<file path="src/rtl/bram_march_tester.sv">
// bram_march_tester: self-checking march initiator for one block-RAM port.
// It runs an ascending write pass with pattern seed^addr, then an ascending
// read pass. Each returned word is compared one cycle after its read command.
// The tester reports done, pass, a saturating error count and the first
// failing address.
// Optional feature macro: BRAM_TESTER_INV_PASS_EN. When defined, a second
// write/read pair follows the first, using the inverted pattern.
module bram_march_tester #(
    parameter int DATA_WIDTH = 8,
    parameter int ADDR_WIDTH = 11,
    parameter int DEPTH      = 2048
) (
    input  logic                  clk,
    input  logic                  rst_n,
    input  logic                  start,
    input  logic                  abort,
    input  logic [DATA_WIDTH-1:0] seed,
    output logic                  bram_en,
    output logic                  bram_we,
    output logic [ADDR_WIDTH-1:0] bram_addr,
    output logic [DATA_WIDTH-1:0] bram_din,
    input  logic [DATA_WIDTH-1:0] bram_dout,
    output logic                  busy,
    output logic                  done,
    output logic                  pass,
    output logic [ADDR_WIDTH:0]   err_count,
    output logic                  first_err_valid,
    output logic [ADDR_WIDTH-1:0] first_err_addr
);

    localparam logic [2:0] ST_IDLE  = 3'd0;
    localparam logic [2:0] ST_WRITE = 3'd1;
    localparam logic [2:0] ST_READ  = 3'd2;
    localparam logic [2:0] ST_DRAIN = 3'd3;
    localparam logic [2:0] ST_DONE  = 3'd4;

    localparam logic [ADDR_WIDTH-1:0] LAST_ADDR = ADDR_WIDTH'(DEPTH - 1);
    localparam logic [ADDR_WIDTH-1:0] ADDR_ZERO = {ADDR_WIDTH{1'b0}};
    localparam logic [ADDR_WIDTH-1:0] ADDR_ONE  = ADDR_WIDTH'(1);
    localparam logic [ADDR_WIDTH:0]   ERR_ZERO  = {(ADDR_WIDTH+1){1'b0}};
    localparam logic [ADDR_WIDTH:0]   ERR_ONE   = (ADDR_WIDTH+1)'(1);
    localparam logic [ADDR_WIDTH:0]   ERR_MAX   = {(ADDR_WIDTH+1){1'b1}};

    // Address-derived test word: seed XOR address, address truncated or zero-extended.
    function automatic logic [DATA_WIDTH-1:0] pattern_f(
        input logic [DATA_WIDTH-1:0] s,
        input logic [ADDR_WIDTH-1:0] a
    );
        return s ^ DATA_WIDTH'(a);
    endfunction

    logic [2:0]            state_r;
    logic                  en_r;
    logic                  we_r;
    logic [ADDR_WIDTH-1:0] addr_r;
    logic [DATA_WIDTH-1:0] din_r;
    logic [DATA_WIDTH-1:0] seed_r;
    logic                  busy_r;
    logic                  done_r;
    logic                  pass_r;
    logic [ADDR_WIDTH:0]   err_cnt_r;
    logic                  fev_r;
    logic [ADDR_WIDTH-1:0] fea_r;
    logic                  chk_v_r;
    logic [DATA_WIDTH-1:0] chk_exp_r;
    logic [ADDR_WIDTH-1:0] chk_addr_r;

    logic [ADDR_WIDTH-1:0] addr_next_s;
    logic [DATA_WIDTH-1:0] inv_mask_s;
    logic                  mismatch_s;
    logic [ADDR_WIDTH:0]   err_next_s;

`ifdef BRAM_TESTER_INV_PASS_EN
    logic inv_r;
    assign inv_mask_s = {DATA_WIDTH{inv_r}};
`else
    assign inv_mask_s = {DATA_WIDTH{1'b0}};
`endif

    assign addr_next_s = addr_r + ADDR_ONE;

    assign bram_en         = en_r;
    assign bram_we         = we_r;
    assign bram_addr       = addr_r;
    assign bram_din        = din_r;
    assign busy            = busy_r;
    assign done            = done_r;
    assign pass            = pass_r;
    assign err_count       = err_cnt_r;
    assign first_err_valid = fev_r;
    assign first_err_addr  = fea_r;

    // Compare the word returned for last cycle's read and form the saturating next count.
    always_comb begin
        mismatch_s = chk_v_r && (bram_dout != chk_exp_r);
        err_next_s = err_cnt_r;
        if (mismatch_s && (err_cnt_r != ERR_MAX)) begin
            err_next_s = err_cnt_r + ERR_ONE;
        end else begin
            err_next_s = err_cnt_r;
        end
    end

    // Sequencer: drives the bank bus, the compare pipeline and the result registers.
    always_ff @(posedge clk or negedge rst_n) begin
        if (!rst_n) begin
            state_r    <= ST_IDLE;
            en_r       <= 1'b0;
            we_r       <= 1'b0;
            addr_r     <= ADDR_ZERO;
            din_r      <= {DATA_WIDTH{1'b0}};
            seed_r     <= {DATA_WIDTH{1'b0}};
            busy_r     <= 1'b0;
            done_r     <= 1'b0;
            pass_r     <= 1'b0;
            err_cnt_r  <= ERR_ZERO;
            fev_r      <= 1'b0;
            fea_r      <= ADDR_ZERO;
            chk_v_r    <= 1'b0;
            chk_exp_r  <= {DATA_WIDTH{1'b0}};
            chk_addr_r <= ADDR_ZERO;
`ifdef BRAM_TESTER_INV_PASS_EN
            inv_r      <= 1'b0;
`endif
        end else begin
            done_r  <= 1'b0;
            chk_v_r <= 1'b0;
            if ((state_r != ST_IDLE) && abort) begin
                // Abort drops the bus at once; results gathered so far are frozen.
                state_r <= ST_IDLE;
                en_r    <= 1'b0;
                we_r    <= 1'b0;
                busy_r  <= 1'b0;
            end else begin
                if (mismatch_s) begin
                    err_cnt_r <= err_next_s;
                    if (!fev_r) begin
                        fev_r <= 1'b1;
                        fea_r <= chk_addr_r;
                    end
                end
                case (state_r)
                    ST_IDLE: begin
                        if (start) begin
                            state_r   <= ST_WRITE;
                            seed_r    <= seed;
                            en_r      <= 1'b1;
                            we_r      <= 1'b1;
                            addr_r    <= ADDR_ZERO;
                            din_r     <= pattern_f(seed, ADDR_ZERO);
                            busy_r    <= 1'b1;
                            pass_r    <= 1'b0;
                            err_cnt_r <= ERR_ZERO;
                            fev_r     <= 1'b0;
                            fea_r     <= ADDR_ZERO;
`ifdef BRAM_TESTER_INV_PASS_EN
                            inv_r     <= 1'b0;
`endif
                        end
                    end
                    ST_WRITE: begin
                        if (addr_r == LAST_ADDR) begin
                            state_r <= ST_READ;
                            we_r    <= 1'b0;
                            addr_r  <= ADDR_ZERO;
                        end else begin
                            addr_r <= addr_next_s;
                            din_r  <= pattern_f(seed_r, addr_next_s) ^ inv_mask_s;
                        end
                    end
                    ST_READ: begin
                        chk_v_r    <= 1'b1;
                        chk_exp_r  <= pattern_f(seed_r, addr_r) ^ inv_mask_s;
                        chk_addr_r <= addr_r;
                        if (addr_r == LAST_ADDR) begin
`ifdef BRAM_TESTER_INV_PASS_EN
                            if (!inv_r) begin
                                // Second pass rewrites every word with the inverted pattern.
                                state_r <= ST_WRITE;
                                inv_r   <= 1'b1;
                                we_r    <= 1'b1;
                                addr_r  <= ADDR_ZERO;
                                din_r   <= ~pattern_f(seed_r, ADDR_ZERO);
                            end else begin
                                state_r <= ST_DRAIN;
                                en_r    <= 1'b0;
                            end
`else
                            state_r <= ST_DRAIN;
                            en_r    <= 1'b0;
`endif
                        end else begin
                            addr_r <= addr_next_s;
                        end
                    end
                    ST_DRAIN: begin
                        // The last read word is compared now, so pass must use the updated count.
                        state_r <= ST_DONE;
                        done_r  <= 1'b1;
                        pass_r  <= (err_next_s == ERR_ZERO);
                    end
                    ST_DONE: begin
                        state_r <= ST_IDLE;
                        busy_r  <= 1'b0;
                    end
                    default: begin
                        state_r <= ST_IDLE;
                        en_r    <= 1'b0;
                        we_r    <= 1'b0;
                        busy_r  <= 1'b0;
                    end
                endcase
            end
        end
    end

endmodule

</file>
<file path="config.mk">
export PLATFORM = sky130hd
export DESIGN_NAME = bram_march_tester
export DESIGN_NICKNAME = d
export VERILOG_FILES = /design/src/rtl/bram_march_tester.sv
export SDC_FILE = /design/constraint.sdc
export NUM_CORES = 1
export LEC_CHECK = 0
export ABC_CLOCK_PERIOD_IN_PS = 2400
export CAP_MARGIN = 40
export CORE_UTILIZATION = 55
export CTS_CLUSTER_DIAMETER = 150
export CTS_CLUSTER_SIZE = 25
export DETAILED_ROUTE_END_ITERATION = 7
export DONT_BUFFER_PORTS = 1
export PLACE_DENSITY = 0.7
export SLEW_MARGIN = 10
export SYNTH_ARGS = -nofsm -noshare
export SYNTH_HDL_FRONTEND = slang
export SYNTH_SLANG_ARGS = --single-unit
</file>
<file path="constraint.sdc">
create_clock -name clk -period 2.4 [get_ports clk]
set_input_delay 0.48 -clock clk [delete_from_list [all_inputs] [get_ports clk]]
set_output_delay 0.48 -clock clk [all_outputs]
set_load 0.03 [all_outputs]
</file>
## Word level (Yosys, flattened, before mapping)

Cells that the tools add are included.

- $add $sub $neg: 2
- Equality and inequality tests: 16
- Muxes and demuxes: 37
- Bitwise gates (word level): 3
- Reduce and logical (&&, ||, !) cells: 21

Operators with widths:

| kind | number |
|---|---|
| $mux W11 | 7 |
| $mux W12 | 4 |
| $pmux W11 S3 | 1 |
| $mux W8 | 2 |
| $pmux W8 S2 | 1 |
| $xor A8 B8 Y8 | 2 |
| $reduce_and A3 Y1 | 5 |
| $mux W1 | 13 |
| $add A12 B1 Y12 const B | 1 |
| $logic_not A12 Y1 | 1 |
| $mux W3 | 4 |
| $ne A12 B12 Y1 const B | 1 |
| $pmux W3 S4 | 1 |
| $add A11 B1 Y11 const B | 1 |
| $eq A11 B11 Y1 const B | 1 |
| $ne A3 B3 Y1 const B | 3 |
| $reduce_or A3 Y1 | 3 |
| $ne A8 B8 Y1 | 1 |
| $reduce_and A4 Y1 | 2 |
| $eq A3 B2 Y1 const B | 2 |
| $ne A2 B1 Y1 const B | 3 |
| $ne A2 B2 Y1 const B | 3 |
| $pmux W1 S3 | 2 |
| $reduce_bool A3 Y1 | 2 |
| other kinds (8) | 13 |

- Bits in registers: 79
- Input port bits: 20
- Output and inout port bits: 48

## Longest topological paths before layout

Gate-level depths: netlist of run 1.

- Depth in word-level cells: 7
- Mapped depth: 10

## Least setup slack after synthesis of run 1

Ideal clock, no wire load.

- Path type: register to register
- Start: register err_cnt_r[0] (netlist: err_count[0])
- End: register pass_r (netlist: pass)
- Arrival: 2.148 ns
- Data required time: 2.305 ns
- Path slack: 0.156 ns
- Stages on the path, launching flop included: 9
- Path buffers: 1
- Clock period less this slack: 2.244 ns
- Path through: dfrtp_1 ha_1 nand4_2 o41ai_2 a21oi_2 buf_2 o41ai_2 o211ai_1 o31ai_1

- Longest elaborated chain between the ends: 5
- Elaborated cells on any way between the ends: 6
- Those cells by class: add/sub: 1; eq/ne: 1; mux: 2; reduce/logical: 2

Ends and longest elaborated chain:

| item | RTL line | RTL |
|---|---|---|
| from (decl) | 61 | `logic [ADDR_WIDTH:0] err_cnt_r;` |
| from (signal assigned) | 136 | `err_cnt_r <= err_next_s;` |
| parallel branches: the longest is 2 deep, another holds $add A12 B1 Y12 | -- |  |
| $mux W12 * | 97 | `if (mismatch_s && (err_cnt_r != ERR_MAX)) begin` |
| $logic_not A12 Y1 * | 200 | `pass_r <= (err_next_s == ERR_ZERO);` |
| $pmux W1 S2 * | 142 | `case (state_r)` |
| to (signal assigned) | 200 |  |
| to (decl) | 60 | `logic pass_r;` |

Mark *: on every way between the ends.
A chain may end at the register's enable or synchronous reset.

## Worst setup path in the final report of run 1

- Start: register chk_exp_r[3]
- End: register pass_r (netlist: pass)

- Longest elaborated chain between the ends: 6

Ends and longest elaborated chain:

| item | RTL line | RTL |
|---|---|---|
| from (decl) | 65 | `logic [DATA_WIDTH-1:0] chk_exp_r;` |
| from (signal assigned) | 120 | `chk_exp_r <= {DATA_WIDTH{1'b0}};` |
| from (signal assigned) | 173 | `chk_exp_r <= pattern_f(seed_r, addr_r) ^ inv_mask_s;` |
| $ne A8 B8 Y1 | 95 | `mismatch_s = chk_v_r && (bram_dout != chk_exp_r);` |
| $logic_and A1 B1 Y1 | 95 |  |
| $logic_and A1 B1 Y1 | 97 |  |
| $mux W12 | 97 |  |
| $logic_not A12 Y1 | 200 |  |
| $pmux W1 S2 | 142 |  |

No other way between the ends.

==> results of run 1 <==
## cell type report
| class | count | area (um2) | area share (%) |
|---|---|---|---|
| clock buffers | 9 | 124 | 2.78 |
| clock inverters | 7 | 57.6 | 1.29 |
| inverters | 4 | 15.0 | 0.338 |
| multi-input cells | 294 | 1910 | 42.9 |
| flip-flops and latches | 79 | 1980 | 44.4 |
| well taps | 96 | 120 | 2.70 |
| repair buffers | 30 | 245 | 5.51 |
## layout by cell type, fill, tap and decap left out, types with 2 or more instances in the layout
master / instances
dfrtp_1: 79
nor2_1: 47
o21ai_0: 39
nand2_1: 37
buf_4: 29
a21oi_1: 25
xnor2_1: 19
mux2_2: 17
mux2i_1: 14
xor2_1: 12
clkbuf_8: 9
nand3_1: 8
o31ai_1: 7
nand2b_1: 6
and3_1: 6
inv_1: 4
nor3_1: 4
a31oi_1: 4
and2_1: 3
nor2b_1: 3
nor3b_1: 3
a21boi_0: 3
and4_1: 2
nand4_2: 2
nor4_2: 2
o41ai_2: 2
a211o_1: 2
mux2_1: 2
a22o_1: 2
nand4_1: 2
ha_1: 2
clkinvlp_4: 2
clkinv_4: 2
## cell families after synthesis
| group | after synthesis |
|---|---|
| and+or+nand+nor | 136 |
| AOI/OAI and AO/OA | 92 |
| DFF | 79 |
| muxes | 33 |
| xor gates and xnor gates | 31 |
| buffers and inverters | 24 |
| adders and majority gates | 2 |
## metal layers
metal,vias to the layer above,track usage (%)
met4,0,10.5
met1,1474,32.1
li1,1434,-
met5,-,0
met2,103,43.2
met3,18,7.68
## through the flow
stage	std cells	power, mW	utilization [%]	area, um2	hold WS, ns
after global routing	519	3.20	64.4	4450	0.0154
after CTS	519	3.09	64.3	4440	0.0151
after detailed placement	502	2.15	61.3	4230	0.186
after global placement	502	2.13	61.3	4230	0.186
after floorplan	397	2.01	-	3980	0.184
final	519	3.06	64.4	4450	0.0115
## what timing repair did
item	in CTS	in global routing
gates resized for setup	0	1
hold endpoints to repair	79	0
hold buffers	1	0
endpoints found under the setup margin	0	1
## worst reg2reg max path, delay by kind of cell (launching register included)
family,cells,cell delay [ns]
and+or+nand+nor,3,1.01
AOI/OAI and AO/OA,3,0.57
DFF,1,0.40
xor gates and xnor gates,1,0.18
## state kept, by name (all words and copies together), names as in the netlist, 3 cells and up
register,flops
seed_r,8
bram_din,8
err_count,12
chk_addr_r,11
bram_addr,11
first_err_addr,11
state_r,3
chk_exp_r,8
## report_power, final
group | internal [mW] | leakage, nW | total [mW] | switching [mW]
registers | 1.44 | 1.04 | 1.64 | 0.195
clock network | 0.387 | 0.0877 | 0.915 | 0.528
logic | 0.205 | 0.936 | 0.511 | 0.306
## path summary, 6_finish.rpt
| path | end | slack (ns) | depth (start not counted) |
|---|---|---|---|
| worst max-delay path | pass | 0.16 | 7 |
| worst min-delay path | err_count[3] | 0.01 | 1 |
| worst max register to register | pass | 0.16 | 7 |
| worst min register to register | chk_addr_r[10] | 0.49 | 1 |
| max in group asynchronous | seed_r[0] | 2.09 | 1 |
| min in group clk | seed_r[6] | 0.27 | 1 |
==> flow_summary.json, run 1 <==
{
  "critPathSlowestCell": "nor4_2",
  "gr-total-overflow": 0,
  "yosysMostFrequentCell": "dfrtp_1",
  "setup.worst_path.start": "chk_exp_r[3]",
  "ant_nets": 0,
  "synth_nets": 419,
  "syn2layout_area_growth_pct": 11.9,
  "cts_buffers": 9,
  "cts_max_level": 3,
  "finalHoldViolCount": 0,
  "post_route_cells_drive_above_1_share_pct": 18.0,
  "ys_seq_elements": 79,
  "setup_slack_ns": 0.158,
  "crit_required_ns": 2.67,
  "cts_tree": "done",
  "synth-simple-area-share_pct": 17.3,
  "io_pins": 68,
  "dpl.hpwl_um": 6500,
  "worst_pin_slew_ns": 0.605,
  "ctsLongestPathBuffers": 2,
  "period_minus_slack_ns": 2.24,
  "die_y_um": 87.0,
  "cp_top_family": "simple AND/OR/NAND/NOR gates",
  "initialDrtViolationCount": 151,
  "place_ws_ns": 0.103,
  "clk_latency_ns": 0.36,
  "die_area_mm2": 0.00757,
  "viasPerCell": 5.84,
  "portBuffers": 0,
  "synth_flop_cell": "dfrtp_1",
  "synth_edf_count": 0,
  "cts_root_buf": "clkbuf_8",
  "gp_congestion": 0.857,
  "clock.fmax_mhz": 446,
  "worst-setup-path-type": "reg2reg",
  "power_density_mw_per_mm2": 688,
  "setup_violations": 0,
  "cts_sinks": 79,
  "synth-xor-area-share_pct": 6.83,
  "hp-class": "in2async",
  "grt_setup_unrepaired": "no",
  "tns_ns": 0,
  "syn_avg_cell_area_um2": 10.0,
  "synth_adder_area_share_pct": 0.629,
  "n_fill_cell": 566,
  "report.final.slew_viol_count": 0,
  "dr.pass1.iters": 6,
  "antenna_cells": 0,
  "crit_buf_inv": 0,
  "yosysSeqAreaShare_pct": 49.7,
  "antenna_found_initial": 0,
  "core-area_mm2": 0.00691,
  "yosysUniqueCellTypes": 52,
  "synth_top_family_by_area": "simple AND/OR/NAND/NOR gates",
  "finalCritPeriodShare_pct": 93.4,
  "grt_pass1_wl_um": 14900,
  "synthTopCellsByArea": "dfrtp_1, o21ai_0, mux2_2, nor2_1, xnor2_1",
  "grt_util_all_layers_pct": 26.1,
  "r2r_start": "chk_exp_r[3]",
  "finalClockSkew_ns": 0.0110,
  "synth_compound_area_share_pct": 14.0,
  "status": "finished clean",
  "fp-row-count": 30,
  "grt_pass1_vias": 3014,
  "cp-end-kind": "flip-flop",
  "syn_area_mm2": 0.00398,
  "netlist.top_cell.by_area": "dfrtp_1",
  "vdd_drop_max_mv": 0.429,
  "grt_max_degree": 80,
  "crit_chain": "xor2_1, nor4_2, a21oi_4, and4_1, nor3_1, o211ai_1, o31ai_1",
  "synth_commonest_cells": "dfrtp_1, nor2_1, o21ai_0, nand2_1, a21oi_1",
  "m1WireLength_um": 3740,
  "synth_top_area_share_pct": 49.7,
  "cp_max_fo": 14,
  "synth_async_sr_flop_share_pct": 100,
  "synth.yosys.warnings": 0,
  "netlist_instances": 397,
  "start_util_pct": 57.6,
  "final_nets": 440,
  "wl_met3_um": 665,
  "die_w_um": 87.0,
  "cts.clk_slew.worst_paths_ns": 0.09,
  "wl_met2_um": 4440,
  "slew_headroom_pct": 59.6,
  "top_layer_used": "met4",
  "leakage_nw": 2.06,
  "muxShareOfSynthArea_pct": 8.90,
  "wl_per_cell_um": 17.3,
  "routed_wl_um": 8990,
  "num_vias": 3029,
  "route.detailed.drc": 0,
  "critPathMaxStageDelay_ns": 0.56,
  "cts_setup_buffers": 0,
  "drv_cap": 0,
  "worst_setup_path_start_kind": "flip-flop",
  "worstPathArrival_ns": 2.51
}
Power figures use the tool's default switching activity.
==> run 2: changes to the inputs <==
- HOLD_SLACK_MARGIN: default -> 0.02
==> run 2 against run 1 <==
Clock-buffer cell count stayed put; non-clock buffer count is 1 higher; die area stayed put; power hardly changed; clock skew hardly changed; flip-flop and latch count stayed put; global-route usage stayed put; sequential power hardly changed; utilization is 0.14 points higher; critical endpoint unchanged.
==> flow_summary.json, run 2 (synthesized netlist as in run 1, its figures left out) <==
{
  "period_minus_slack_ns": 2.25,
  "gp_congestion": 0.857,
  "fp-row-count": 30,
  "grt_max_degree": 80,
  "ctsLongestPathBuffers": 2,
  "route.detailed.drc": 0,
  "final_cells": 520,
  "clock.fmax_mhz": 445,
  "antenna_found_initial": 0,
  "finalClockSkew_ns": 0.0105,
  "power_density_mw_per_mm2": 687,
  "drv_cap": 0,
  "register_area_mm2": 0.00198,
  "status": "finished clean",
  "largest_reg_flops": 12,
  "num_vias": 3038,
  "leakage_nw": 2.07,
  "placed_cells": 502,
  "cts_tree": "done",
  "grt_pass1_wl_um": 14900,
  "report.final.slew_viol_count": 0,
  "cts_max_level": 3,
  "start_util_pct": 57.6,
  "vdd_drop_max_mv": 0.429,
  "slew_headroom_pct": 59.6,
  "die_y_um": 87.0,
  "final_cell_mix": "dfrtp_1, nor2_1, o21ai_0",
  "n_fill_cell": 565,
  "multi_input_area_mm2": 0.00191,
  "die_area_mm2": 0.00757,
  "grt_setup_unrepaired": "no",
  "met3_usage_pct": 7.68,
  "cts_root_buf": "clkbuf_8",
  "worst_setup_path_start_kind": "flip-flop",
  "met1_usage_pct": 32.1,
  "viasPerCell": 5.84,
  "final_core_util_pct": 64.5,
  "cp-end-kind": "flip-flop",
  "tns_ns": 0,
  "final_common_cell": "dfrtp_1",
  "die_w_um": 87.0,
  "finalHoldViolCount": 0,
  "cts.clk_slew.worst_paths_ns": 0.08,
  "placed_cell_area_mm2": 0.00423,
  "dpl.hpwl_um": 6500,
  "finalCritPeriodShare_pct": 93.5,
  "portBuffers": 0,
  "ant_nets": 0,
  "wl_per_cell_um": 17.4,
  "dr.pass1.iters": 6,
  "antenna_cells": 0,
  "final_nets": 441,
  "syn2layout_area_growth_pct": 12.1,
  "cts_buffers": 9,
  "crit_required_ns": 2.67,
  "total_power_mw": 3.06,
  "core-area_mm2": 0.00691,
  "post_route_cells_drive_above_1_share_pct": 17.9,
  "io_pins": 68,
  "worst_pin_slew_ns": 0.605,
  "busiest_layer": "met2",
  "gr-total-overflow": 0,
  "grt_pass1_vias": 3020,
  "cts_sinks": 79,
  "routed_wl_um": 9030,
  "setup_violations": 0,
  "hp-class": "in2reg",
  "clk_latency_ns": 0.36,
  "initialDrtViolationCount": 160,
  "worstPathArrival_ns": 2.51,
  "worst-setup-path-type": "reg2reg",
  "cp_max_fo": 14,
  "cts_setup_buffers": 0,
  "grt_util_met2_pct": 43.2,
  "grt_util_all_layers_pct": 26.1,
  "final_area_mm2": 0.00446
}
run 2: cell types whose count changed in the layout (fill, tap and decap cells not counted):
| cell | before | now |
|---|---|---|
| dlygate4sd3_1 | 0 | 1 |
run 2: final timing paths:
| check | startpoint | endpoint | slack (ns) | cells past startpoint |
|---|---|---|---|---|
| hold / removal | seed[6] | seed_r[6] | 0.27 | 1 |
| min in group asynchronous | rst_n | err_count[3] | 0.70 | 2 |
| max in group asynchronous | rst_n | seed_r[0] | 1.40 | 2 |
| setup / recovery | chk_exp_r[3] | pass | 0.15 | 7 |
| setup reg to reg | chk_exp_r[3] | pass | 0.15 | 7 |
| hold reg to reg | chk_addr_r[10] | chk_addr_r[10] | 0.49 | 1 |
run 2: metrics by stage:
step	setup slack [ns]	hold slack, ns
final	0.155	0.271
after global routing	0.0178	0.249
after CTS	0.122	0.254
after detailed placement	0.103	0.186
after global placement	0.198	0.186
after floorplan	0.156	0.184
run 2: layout make-up:
type	instances	share of cell area, %
clock buffer	9	2.78
tap	96	2.69
timing repair buffer	31	5.73
clock inverter	7	1.29
sequential	79	44.3
inverter	4	0.337
multi-input combinational	294	42.8
run 2: layer usage:
layer	routed length, um	up-vias
li1	-	1436
met1	3730	1487
met2	4490	102
met3	682	13
met4	136	0
met5	0	-
run 2: timing repair:
| action | CTS | global route |
|---|---|---|
| endpoints found under the setup margin | 0 | 1 |
| hold buffers | 2 | 0 |
| endpoints found under the hold margin | 79 | 0 |
| resized for setup | 0 | 1 |
run 2: critical path, cell delays in order, from the launching register on:
cell      delay [ns]
dfrtp_1         0.40
xor2_1          0.18
nor4_2          0.56
a21oi_4         0.21
and4_1          0.29
nor3_1          0.16
o211ai_1        0.12
o31ai_1         0.24
run 2: power breakdown:
group          leakage, nW  total, mW  internal, mW  switching [mW]
clock network       0.0877      0.915         0.387           0.528
logic                0.940      0.513         0.206           0.308
registers             1.04       1.64          1.44           0.195
==> run 3: changes to the inputs <==
- ABC_AREA: default -> 1
- CORE_MARGIN: default -> 5
==> run 3 against run 2 <==
Via count rose by 13%; area after synthesis rose by 4.4%; clock power rose by 13%; fmax rose by 7.0%; sequential share of layout area fell by 1.6 points; critical path type unchanged; largest cell class unchanged; highest routed layer unchanged.
==> flow_summary.json, run 3 <==
{
  "fp-row-count": 31,
  "largest_reg_flops": 12,
  "hp-class": "in2reg",
  "num_vias": 3442,
  "start_util_pct": 56.9,
  "post_route_cells_drive_above_1_share_pct": 13.3,
  "cts_buffers": 9,
  "cts_sinks": 79,
  "final_nets": 574,
  "cts_tree": "done",
  "grt_max_degree": 80,
  "crit_required_ns": 2.70,
  "m1WireLength_um": 4620,
  "crit_top_cell": "nand2_1",
  "wl_met3_um": 653,
  "grt_pass1_wl_um": 16500,
  "cts.clk_slew.worst_paths_ns": 0.08,
  "yosysSeqAreaShare_pct": 47.6,
  "yosysMostFrequentCell": "nand2_1",
  "route.detailed.drc": 0,
  "worst_setup_path_start_kind": "flip-flop",
  "clock.fmax_mhz": 477,
  "synth_flop_cell": "dfrtp_1",
  "ctsLongestPathBuffers": 2,
  "routed_wl_um": 9720,
  "critPathSlowestCell": "dfrtp_1",
  "synth_edf_count": 0,
  "syn2layout_area_growth_pct": 11.4,
  "netlist_instances": 530,
  "yosysUniqueCellTypes": 28,
  "final_cell_mix": "nand2_1, dfrtp_1, inv_1",
  "period_minus_slack_ns": 2.10,
  "n_fill_cell": 647,
  "r2r_setup_slack_ns": 0.30,
  "placed_cell_area_mm2": 0.00438,
  "total_power_mw": 5.63,
  "setup_violations": 0,
  "worstPathArrival_ns": 2.39,
  "wl_met2_um": 4210,
  "cts_root_buf": "clkbuf_8",
  "grt_setup_unrepaired": "no",
  "power_density_mw_per_mm2": 1220,
  "crit_buf_inv": 4,
  "final_area_mm2": 0.00462,
  "finalCritPeriodShare_pct": 87.4,
  "core-area_mm2": 0.00729,
  "vdd_drop_max_mv": 0.726,
  "synth_async_sr_flop_share_pct": 100,
  "synthTopCellsByArea": "dfrtp_1, nand2_1, inv_1, o21ai_0, nand3_1",
  "portBuffers": 0,
  "status": "finished clean",
  "die_y_um": 96.9,
  "synth.yosys.warnings": 0,
  "gr-total-overflow": 0,
  "die_area_mm2": 0.00938,
  "io_pins": 68,
  "cp_top_family": "simple AND/OR/NAND/NOR gates",
  "multi_input_area_mm2": 0.00182,
  "initialDrtViolationCount": 193,
  "finalHoldViolCount": 0,
  "drv_cap": 0,
  "cp-end-kind": "flip-flop",
  "register_area_mm2": 0.00198,
  "cp_max_fo": 12,
  "worst-setup-path-type": "reg2reg",
  "clk_latency_ns": 0.36,
  "grt_pass1_vias": 3399,
  "viasPerCell": 5.25,
  "synth_top_area_share_pct": 47.6,
  "leakage_nw": 2.30,
  "wl_per_cell_um": 14.8,
  "grt_util_all_layers_pct": 21.6,
  "finalClockSkew_ns": 0.00885,
  "worst_pin_slew_ns": 0.744,
  "critPathMaxStageDelay_ns": 0.60,
  "crit_chain": "nand3_1, inv_2, nand2_1, nor2_2, inv_2, nand3_2, inv_1, nand2_1, nand2_1, inv_1, nand2_1, nor2_1, nand2_1, nand2_1",
  "final_common_cell": "nand2_1",
  "die_w_um": 96.9,
  "cts_setup_buffers": 0,
  "report.final.slew_viol_count": 0,
  "antenna_found_initial": 0,
  "dr.pass1.iters": 5,
  "tns_ns": 0,
  "netlist.top_cell.by_area": "dfrtp_1",
  "dpl.hpwl_um": 7090,
  "ant_nets": 0,
  "ys_seq_elements": 79,
  "synth_commonest_cells": "nand2_1, dfrtp_1, inv_1, o21ai_0, nor2_1",
  "top_layer_used": "met4",
  "antenna_cells": 0,
  "synth_nets": 552,
  "cts_max_level": 3,
  "slew_headroom_pct": 50.3,
  "gp_congestion": 0.898,
  "syn_area_mm2": 0.00415,
  "syn_avg_cell_area_um2": 7.83
}
-- run 3: cell types whose count changed in the layout (fill, tap and decap cells not counted), sizes merged, moves of 7 or more --
cell / before / now
mux2i: 14 / 0
a211oi: 0 / 11
nand2: 37 / 166
o31ai: 7 / 0
nand4: 4 / 12
a21oi: 26 / 11
inv: 6 / 79
nand3: 9 / 32
o22ai: 0 / 7
o21ai: 39 / 53
nor2: 47 / 37
mux2: 19 / 0
-- run 3: through the flow --
stage,hold WS (ns),utilization (%),cells,setup slack (ns)
floorplan,0.184,-,530,0.339
detailed placement,0.187,60.1,638,0.356
CTS,0.0230,63.2,655,0.311
global route,0.234,63.4,656,0.00407
finish,0.241,63.4,656,0.302
global placement,0.187,60.1,638,0.384
-- run 3: final timing paths --
path | startpoint | end | cells past startpoint
min in group asynchronous | rst_n | first_err_addr[5] | 2
max in group asynchronous | rst_n | err_count[11] | 2
worst min-delay path | seed[1] | seed_r[1] | 2
worst min register to register | chk_addr_r[8] | chk_addr_r[8] | 2
worst max register to register | err_count[3] | pass | 14
worst max-delay path | err_count[3] | pass | 14
-- run 3: where the power goes --
part / internal, mW / switching (mW)
sequential: 1.78 / 0.694
combinational: 0.714 / 1.41
clock: 0.493 / 0.536
-- run 3: worst register-to-register path, cell delays in order, from the launching register on --
cell     delay (ns)
dfrtp_1        0.60
nand3_1        0.22
inv_2          0.11
nand2_1        0.09
nor2_2         0.12
inv_2          0.10
nand3_2        0.22
inv_1          0.11
nand2_1        0.07
nand2_1        0.04
inv_1          0.07
nand2_1        0.05
nor2_1         0.09
nand2_1        0.07
nand2_1        0.06
-- run 3: cells by family after synthesis --
| group | synth area share (%) |
|---|---|
| DFF | 47.6 |
| xor gates and xnor gates | 5.28 |
| and+or+nand+nor | 26.7 |
| adders and majority gates | 0.603 |
| AOI/OAI and AO/OA | 11.3 |
| buffers and inverters | 8.50 |
-- run 3: layer usage --
| metal | global-route usage (%) | up-vias |
|---|---|---|
| met1 | 29.7 | 1600 |
| li1 | - | 1724 |
| met5 | 0 | - |
| met3 | 6.12 | 18 |
| met2 | 32.1 | 100 |
| met4 | 8.64 | 0 |
-- run 3: final cells by class --
type,count,share of cell area [%]
clock buffers,9,2.68
clock inverters,7,1.71
inverters,76,6.22
multi-input cells,361,39.4
flip-flops and latches,79,42.8
well taps,99,2.68
repair buffers,25,4.55
-- run 3: timing repair --
item | CTS | global route
gates resized for setup | 0 | 1
hold endpoints to repair | 79 | 7
setup endpoints to repair | 0 | 1
hold buffers | 1 | 1
